$ cat src/rtl/cache_responder.sv
// Direct-mapped, write-through, no-write-allocate one-word-per-line cache front end.
// Loads that hit finish with no stall. Misses and stores go to backing memory, which a watchdog guards.
module cache_responder #(
    parameter int LINES       = 16,
    parameter int MEM_LAT_MAX = 255
) (
    input  logic        clk,
    input  logic        reset,
    input  logic [11:0] address,
    input  logic [31:0] data,
    input  logic        r_en,
    input  logic        w_en,
    output logic        stall,
    output logic [31:0] saida_cache,
    output logic [11:0] mem_addr,
    output logic [31:0] mem_wdata,
    output logic        mem_rd,
    output logic        mem_wr,
    input  logic [31:0] mem_rdata,
    input  logic        mem_ready,
    output logic        mem_err
);
    localparam int IDX_W = $clog2(LINES);
    localparam int TAG_W = 12 - IDX_W;
    localparam int WD_W  = $clog2(MEM_LAT_MAX + 1);
    localparam logic [WD_W-1:0] WD_LAST = WD_W'(MEM_LAT_MAX - 1);

    typedef enum logic [1:0] {IDLE, RD_MISS, WR_MEM} state_t;

    state_t           state;
    logic [LINES-1:0] valid;
    logic [TAG_W-1:0] tag_mem  [LINES];
    logic [31:0]      word_mem [LINES];
    logic [WD_W-1:0]  wd_cnt;

    logic [IDX_W-1:0] cpu_idx, fill_idx;
    logic [TAG_W-1:0] cpu_tag, fill_tag;
    logic             hit, fill_we, store_we;

    assign cpu_idx  = address[IDX_W-1:0];
    assign cpu_tag  = address[11:IDX_W];
    // A fill always targets the address latched when the miss was taken.
    assign fill_idx = mem_addr[IDX_W-1:0];
    assign fill_tag = mem_addr[11:IDX_W];
    assign hit      = valid[cpu_idx] && (tag_mem[cpu_idx] == cpu_tag);
    assign fill_we  = !reset && (state == RD_MISS) && mem_ready;
    assign store_we = !reset && (state == IDLE) && w_en && hit;

    // Tag and data arrays are left out of reset. The valid bits alone decide whether a line is live.
    always_ff @(posedge clk) begin
        if (fill_we) begin
            tag_mem[fill_idx]  <= fill_tag;
            word_mem[fill_idx] <= mem_rdata;
        end else if (store_we) begin
            word_mem[cpu_idx] <= data;
        end
    end

    always_ff @(posedge clk) begin
        if (reset) begin
            state       <= IDLE;
            valid       <= '0;
            stall       <= 1'b0;
            saida_cache <= '0;
            mem_addr    <= '0;
            mem_wdata   <= '0;
            mem_rd      <= 1'b0;
            mem_wr      <= 1'b0;
            mem_err     <= 1'b0;
            wd_cnt      <= '0;
        end else begin
            case (state)
                IDLE: begin
                    if (w_en) begin
                        stall     <= 1'b1;
                        mem_addr  <= address;
                        mem_wdata <= data;
                        mem_wr    <= 1'b1;
                        wd_cnt    <= '0;
                        state     <= WR_MEM;
                    end else if (r_en) begin
                        if (hit) begin
                            saida_cache <= word_mem[cpu_idx];
                        end else begin
                            stall    <= 1'b1;
                            mem_addr <= address;
                            mem_rd   <= 1'b1;
                            wd_cnt   <= '0;
                            state    <= RD_MISS;
                        end
                    end
                end
                RD_MISS, WR_MEM: begin
                    if (mem_ready) begin
                        if (state == RD_MISS) begin
                            valid[fill_idx] <= 1'b1;
                            saida_cache     <= mem_rdata;
                        end
                        stall  <= 1'b0;
                        mem_rd <= 1'b0;
                        mem_wr <= 1'b0;
                        state  <= IDLE;
                    end else if (wd_cnt == WD_LAST) begin
                        mem_err <= 1'b1;
                        stall   <= 1'b0;
                        mem_rd  <= 1'b0;
                        mem_wr  <= 1'b0;
                        state   <= IDLE;
                    end else begin
                        wd_cnt <= wd_cnt + 1'b1;
                    end
                end
                default: state <= IDLE;
            endcase
        end
    end
endmodule

$ cat config.mk
export PLATFORM = sky130hd
export DESIGN_NAME = cache_responder
export DESIGN_NICKNAME = d
export VERILOG_FILES = /design/src/rtl/cache_responder.sv
export SDC_FILE = /design/constraint.sdc
export NUM_CORES = 1
export LEC_CHECK = 0
export ABC_AREA = 1
export CAP_MARGIN = 10
export CORE_ASPECT_RATIO = 1.1
export CORE_MARGIN = 1
export CORE_UTILIZATION = 45
export DETAILED_ROUTE_END_ITERATION = 16
export GPL_ROUTABILITY_DRIVEN = 1
export PLACE_DENSITY = 0.68
export REMOVE_ABC_BUFFERS = 1
export SLEW_MARGIN = 10
export SYNTH_ARGS = -nofsm -noshare
export SYNTH_HDL_FRONTEND = slang
export SYNTH_SLANG_ARGS = --single-unit
$ cat constraint.sdc
create_clock -name clk -period 8.8 [get_ports clk]
set_input_delay 1.32 -clock clk [delete_from_list [all_inputs] [get_ports clk]]
set_output_delay 1.32 -clock clk [all_outputs]
set_load 0.02 [all_outputs]
* Word-level counts from Yosys, hierarchy flattened
Memory sizes are Yosys's and may differ from the RTL's.
Index checks and enable logic that the tools add are counted.
** Storage, ports and cells
- Register bits after elaboration :: 106
- Memory bits (writable) :: 640
- Bits of input ports :: 81
- Output and inout bits :: 80
- Logic and storage cells :: 101
- Memories :: 2
** Operators by class
- Add/subtract/negate cells :: 1
- Magnitude comparators :: 3
- Equality and inequality tests :: 17
- Muxes and demuxes :: 43
- Bitwise gates (word level) :: 2
- Reductions and logical operators :: 23
** Memory list
- word_mem :: depth 16, width 32, rd ports 1, clocked after memory_dff 0, wr ports 1, RTL line 33 : logic [31:0] word_mem [LINES];
- tag_mem :: depth 16, width 8, rd ports 1, clocked after memory_dff 0, wr ports 1, RTL line 32 : logic [TAG_W-1:0] tag_mem [LINES];
** Operator list (number)
- two-way mux 32 bit :: 6
- case mux 32 bit (2 select lines) :: 1
- two-way mux 8 bit :: 5
- two-way mux 12 bit :: 3
- OR reduction 32 bit :: 1
- != test 2 bit, second input constant :: 10
- bitwise OR 16 bit :: 1
- case mux 8 bit (2 select lines) :: 1
- two-way mux 1 bit :: 15
- AND reduction 3 bit :: 5
- less-than comparator 4 x 5 -> 1 bit, second input constant :: 2
- two-way mux 2 bit :: 5
- AND reduction 5 bit :: 2
- != test 3 bit, second input constant :: 3
- adder 8 x 1 -> 8 bit, second input constant :: 1
- == test 8 bit :: 1
- == test 8 bit, second input constant :: 1
- logical AND 1 bit :: 7
- case mux 1 bit (2 select lines) :: 3
- AND reduction 6 bit :: 1
- binary-select mux 1 bit (select 4 bit) :: 1
- demux 1 bit (select 4 bit) :: 1
- greater-or-equal comparator 4 x 1 -> 1 bit, second input constant :: 1
- two-way mux 4 bit :: 1
- 10 further kinds :: 11

* Depth between registers and ports, before layout
- Depth in word-level cells :: 9
- Depth in mapped cells :: 19
- Depth with buffers taken out :: 18

* Worst setup path after synthesis
No wires, ideal clock.
- Kind :: in2reg
- Start :: in address[0]
- End :: mem word_mem[10][0], enable pin
- Library setup time :: 0.421 ns
- Data arrival time :: 4.346 ns
- Data required time :: 8.379 ns
- Path slack :: 4.033 ns
- Stages on the path :: 17
- Path buffers :: 2
- Path through :: buf_4 buf_6 o211ai_1 nand3_1 nand3_1 nand2_1 nand2_1 nand2_1 nor2_1 nand3_2 nor2_4 nand3_2 nand2_1 nand2_1 nor2_1 nand2_1 nor2_1
** On the way
- Longest elaborated chain between the ends :: 9
- Elaborated cells on any way between the ends :: 12
- Those cells by class :: eq/ne (1); mux (7); reduce/logical (3); memory (1)
** Ends and longest elaborated chain
- from (decl) :: RTL line 9 : input logic [11:0] address,
- memory read (16 x 8 bit) / binary-select mux 1 bit (select 4 bit) (equally long branches)
- == test 8 bit / two-way mux 1 bit (equally long branches) :: RTL line 45 : assign hit = valid[cpu_idx] && (tag_mem[cpu_idx] == cpu_tag);
- logical AND 1 bit :: RTL line 45
- logical AND 1 bit :: RTL line 47 : assign store_we = !reset && (state == IDLE) && w_en && hit;
- two-way mux 1 bit :: RTL line 54 : end else if (store_we) begin
- two-way mux 1 bit :: RTL line 51 : if (fill_we) begin
- two-way mux 1 bit (not written as such) :: RTL line 55 : word_mem[cpu_idx] <= data;
- OR reduction 32 bit (no line)
- two-way mux 4 bit (no line) / two-way mux 1 bit (equally long branches)
- to (decl) :: RTL line 33
Parallel ways exist; a longest one is shown, timed or not. The select of a mux whose other input is x is not followed.

* Worst setup path in the final report
- Start :: in address[0]
- End :: mem word_mem[13][12], enable pin
Same word-level chain as after synthesis.

==> metrics.txt <==
die area 68,500 um2; syn avg cell area 11.4 um2; Final #Nets 2,855; Worst Setup Start Kind input pin; row count 99; Worst Max-Slew Pin Slew 1.25 ns; max cap viols 0; share of the synthesized area in the top cell type 63.3%; Hold Crit Class reg2reg; setup TNS 0 ns; worst-case reg-to-reg path depth 9; Non-Filler Instances 3,691; hold buffers post-CTS 0; Residual DRC 0; Layout area overhead 16.0%; Worst Path Required 9.03 ns; ANT cells 0; Die X 250 um; Leakage 12.1 nW; post-synthesis register bit count 746; routed wire length 83,000 um; Post-Syn Area 30,400 um2; Slew headroom 16.5%; remaining global-route overflow 0; sequential fraction of the synthesis area 70.3%; TritonCTS clock tree built; post-CTS resize count 0; HPWL after detailed placement 48,600 um; clk sink count 746; hold depth 2; PortBufs 160; routability cong. 0.946; nature of the critical path endpoint flip-flop; Root Buffer Master clkbuf_16; Setup violations, final 0; post-place setup slack 2.08 ns; Die Y 274 um; Synth area leader edfxtp_1; post-layout util 53.0%; Worst EP arrival 6.39 ns; post-route setup slack 2.64 ns; Initial Util 45.7%; post-route ant nets 0; Clk Latency, worst-skew pair 0.63 ns; share of layout cells above drive strength 1 6.88%; vias in the first global route 21,400; crit path time final 6.16 ns; FILL cells 5,545; Synth Instances 2,663; clock slew at the register clock pins of the worst setup and hold paths 0.06 ns; maximum buffer depth of the clock tree 3; unrepaired setup endpoints after global routing no; postcts setup bufs 0; Worst Skew 0.0387 ns; Iteration-0 DRC Markers 2,362; Hold Vio Cnt, Final 0; most frequent cells in the layout 640 x edfxtp_1, 347 x nand2_1, 344 x nor2_1; pwr dens 228 nW/um2; Avg WL per Cell 22.5 um; most common cell after layout, fill and taps aside edfxtp_1; Cells after DPL 3,548; antenna violations before repair 1; critical path type in2reg; CTS buffer count 77; pin count of the biggest net entering global routing 153; CORE AREA 66,500 um2; Cell variety after synth 35; total track usage 23.9%; yosys warns 0; outcome finished, final reports clean; maximum vdd drop 0.147 mV; Max Slew Vio Count 0; Pre-antenna DRT Iters 8; Final Cycle Share 69.9%; vias 21,600; vias per inst 5.86; H-Tree Depth 3; Critical Path Fanout Max 152; top cells by area, synth edfxtp_1 63%, dfxtp_1 7.0%, o21ai_0 5.4%, nor2_1 4.4%, nand2_1 4.3%; first-pass GRT wire length 125,000 um; FMAX 162 MHz; Top-Level Pins 161
[where the power goes]
| part | switching, mW | internal, mW | total [mW] |
|---|---|---|---|
| clock network | 1.37 | 1.82 | 3.19 |
| registers | 0.0486 | 3.91 | 3.96 |
| logic | 0.621 | 0.277 | 0.898 |
[path summary, 6_finish.rpt]
check | startpoint | endpoint | slack (ns)
worst max-delay path | address[0] | word_mem[13][12] | 2.64
worst min-delay path | saida_cache[7] | saida_cache[7] | 0.46
worst max register to register | state[1] | word_mem[13][12] | 4.13
worst min register to register | saida_cache[7] | saida_cache[7] | 0.46
[area by class of cell]
class	count	area [um2]	area share (%)
Clock buffer	112	2170	6.16
Clock inverter	31	304	0.863
Inverter	152	581	1.65
Multi-Input combinational cell	1585	7820	22.2
Sequential cell	746	21300	60.6
Tap cell	858	1070	3.05
Timing Repair Buffer	207	1940	5.51
[synthesized netlist by cell type (all sizes together)]
| library cell | count |
|---|---|
| nand2 | 348 |
| o21ai | 357 |
| inv | 150 |
| clkbuf | 128 |
| a21boi | 1 |
| o21a | 1 |
| nor4 | 1 |
| buf | 52 |
| edfxtp | 640 |
| nand3b | 1 |
| or2 | 8 |
| ha | 5 |
| a21oi | 106 |
| o221ai | 106 |
| o22ai | 34 |
| and2 | 1 |
| o221a | 1 |
| a2111oi | 1 |
| clkinv | 2 |
| o211ai | 16 |
| nand4 | 12 |
| nand3 | 200 |
| a31oi | 19 |
| nor2 | 361 |
| dfxtp | 106 |
| nor3 | 6 |
[flip-flops by register name (all words and copies together) (netlist names)]
signal	count
mem_rd	1
state	2
mem_addr	12
mem_wr	1
tag_mem	128
stall	1
valid	16
mem_wdata	32
word_mem	512
wd_cnt	8
saida_cache	32
mem_err	1
[per-stage QoR]
step | area (um2) | total power [mW] | hold WS, ns
after global placement | 32800 | 4.90 | 0.443
final | 35200 | 8.05 | 0.461
after detailed placement | 32800 | 4.92 | 0.454
after floorplan | 29600 | 4.47 | 0.429
after CTS | 35200 | 8.08 | 0.464
after global routing | 35200 | 8.29 | 0.488
[layer usage]
layer,wire length [um],global-route usage (%),share of wire [%],up-vias
met5,0,0,0,-
met4,2460,9.21,3.0,0
met3,7250,4.41,8.7,173
met2,40100,40.2,48,1128
met1,33200,30.8,40,10500
li1,-,-,-,9794
[critical path: stages]
cell,delay (ns)
clkbuf_8,0.41
inv_8,0.82
nand2_1,0.11
nand2_1,0.09
nand2_1,0.05
nand3_1,0.13
nand3_1,0.18
nand2_1,0.17
nand2_1,0.06
nand2_1,0.10
nand3_2,0.14
nor2_4,0.23
nand3_4,0.32
buf_4,0.43
o21ai_0,0.27
nand2_1,0.30
nor2_4,1.00
[cells by family after synthesis]
logic type      Yosys count  share of synthesized area (%)
compound gates          642                           12.3
simple gates            938                           12.7
fa+ha+maj                 5                          0.206
buf+inv                 332                           4.47
flops                   746                           70.3
Power figures use the tool's default switching activity.
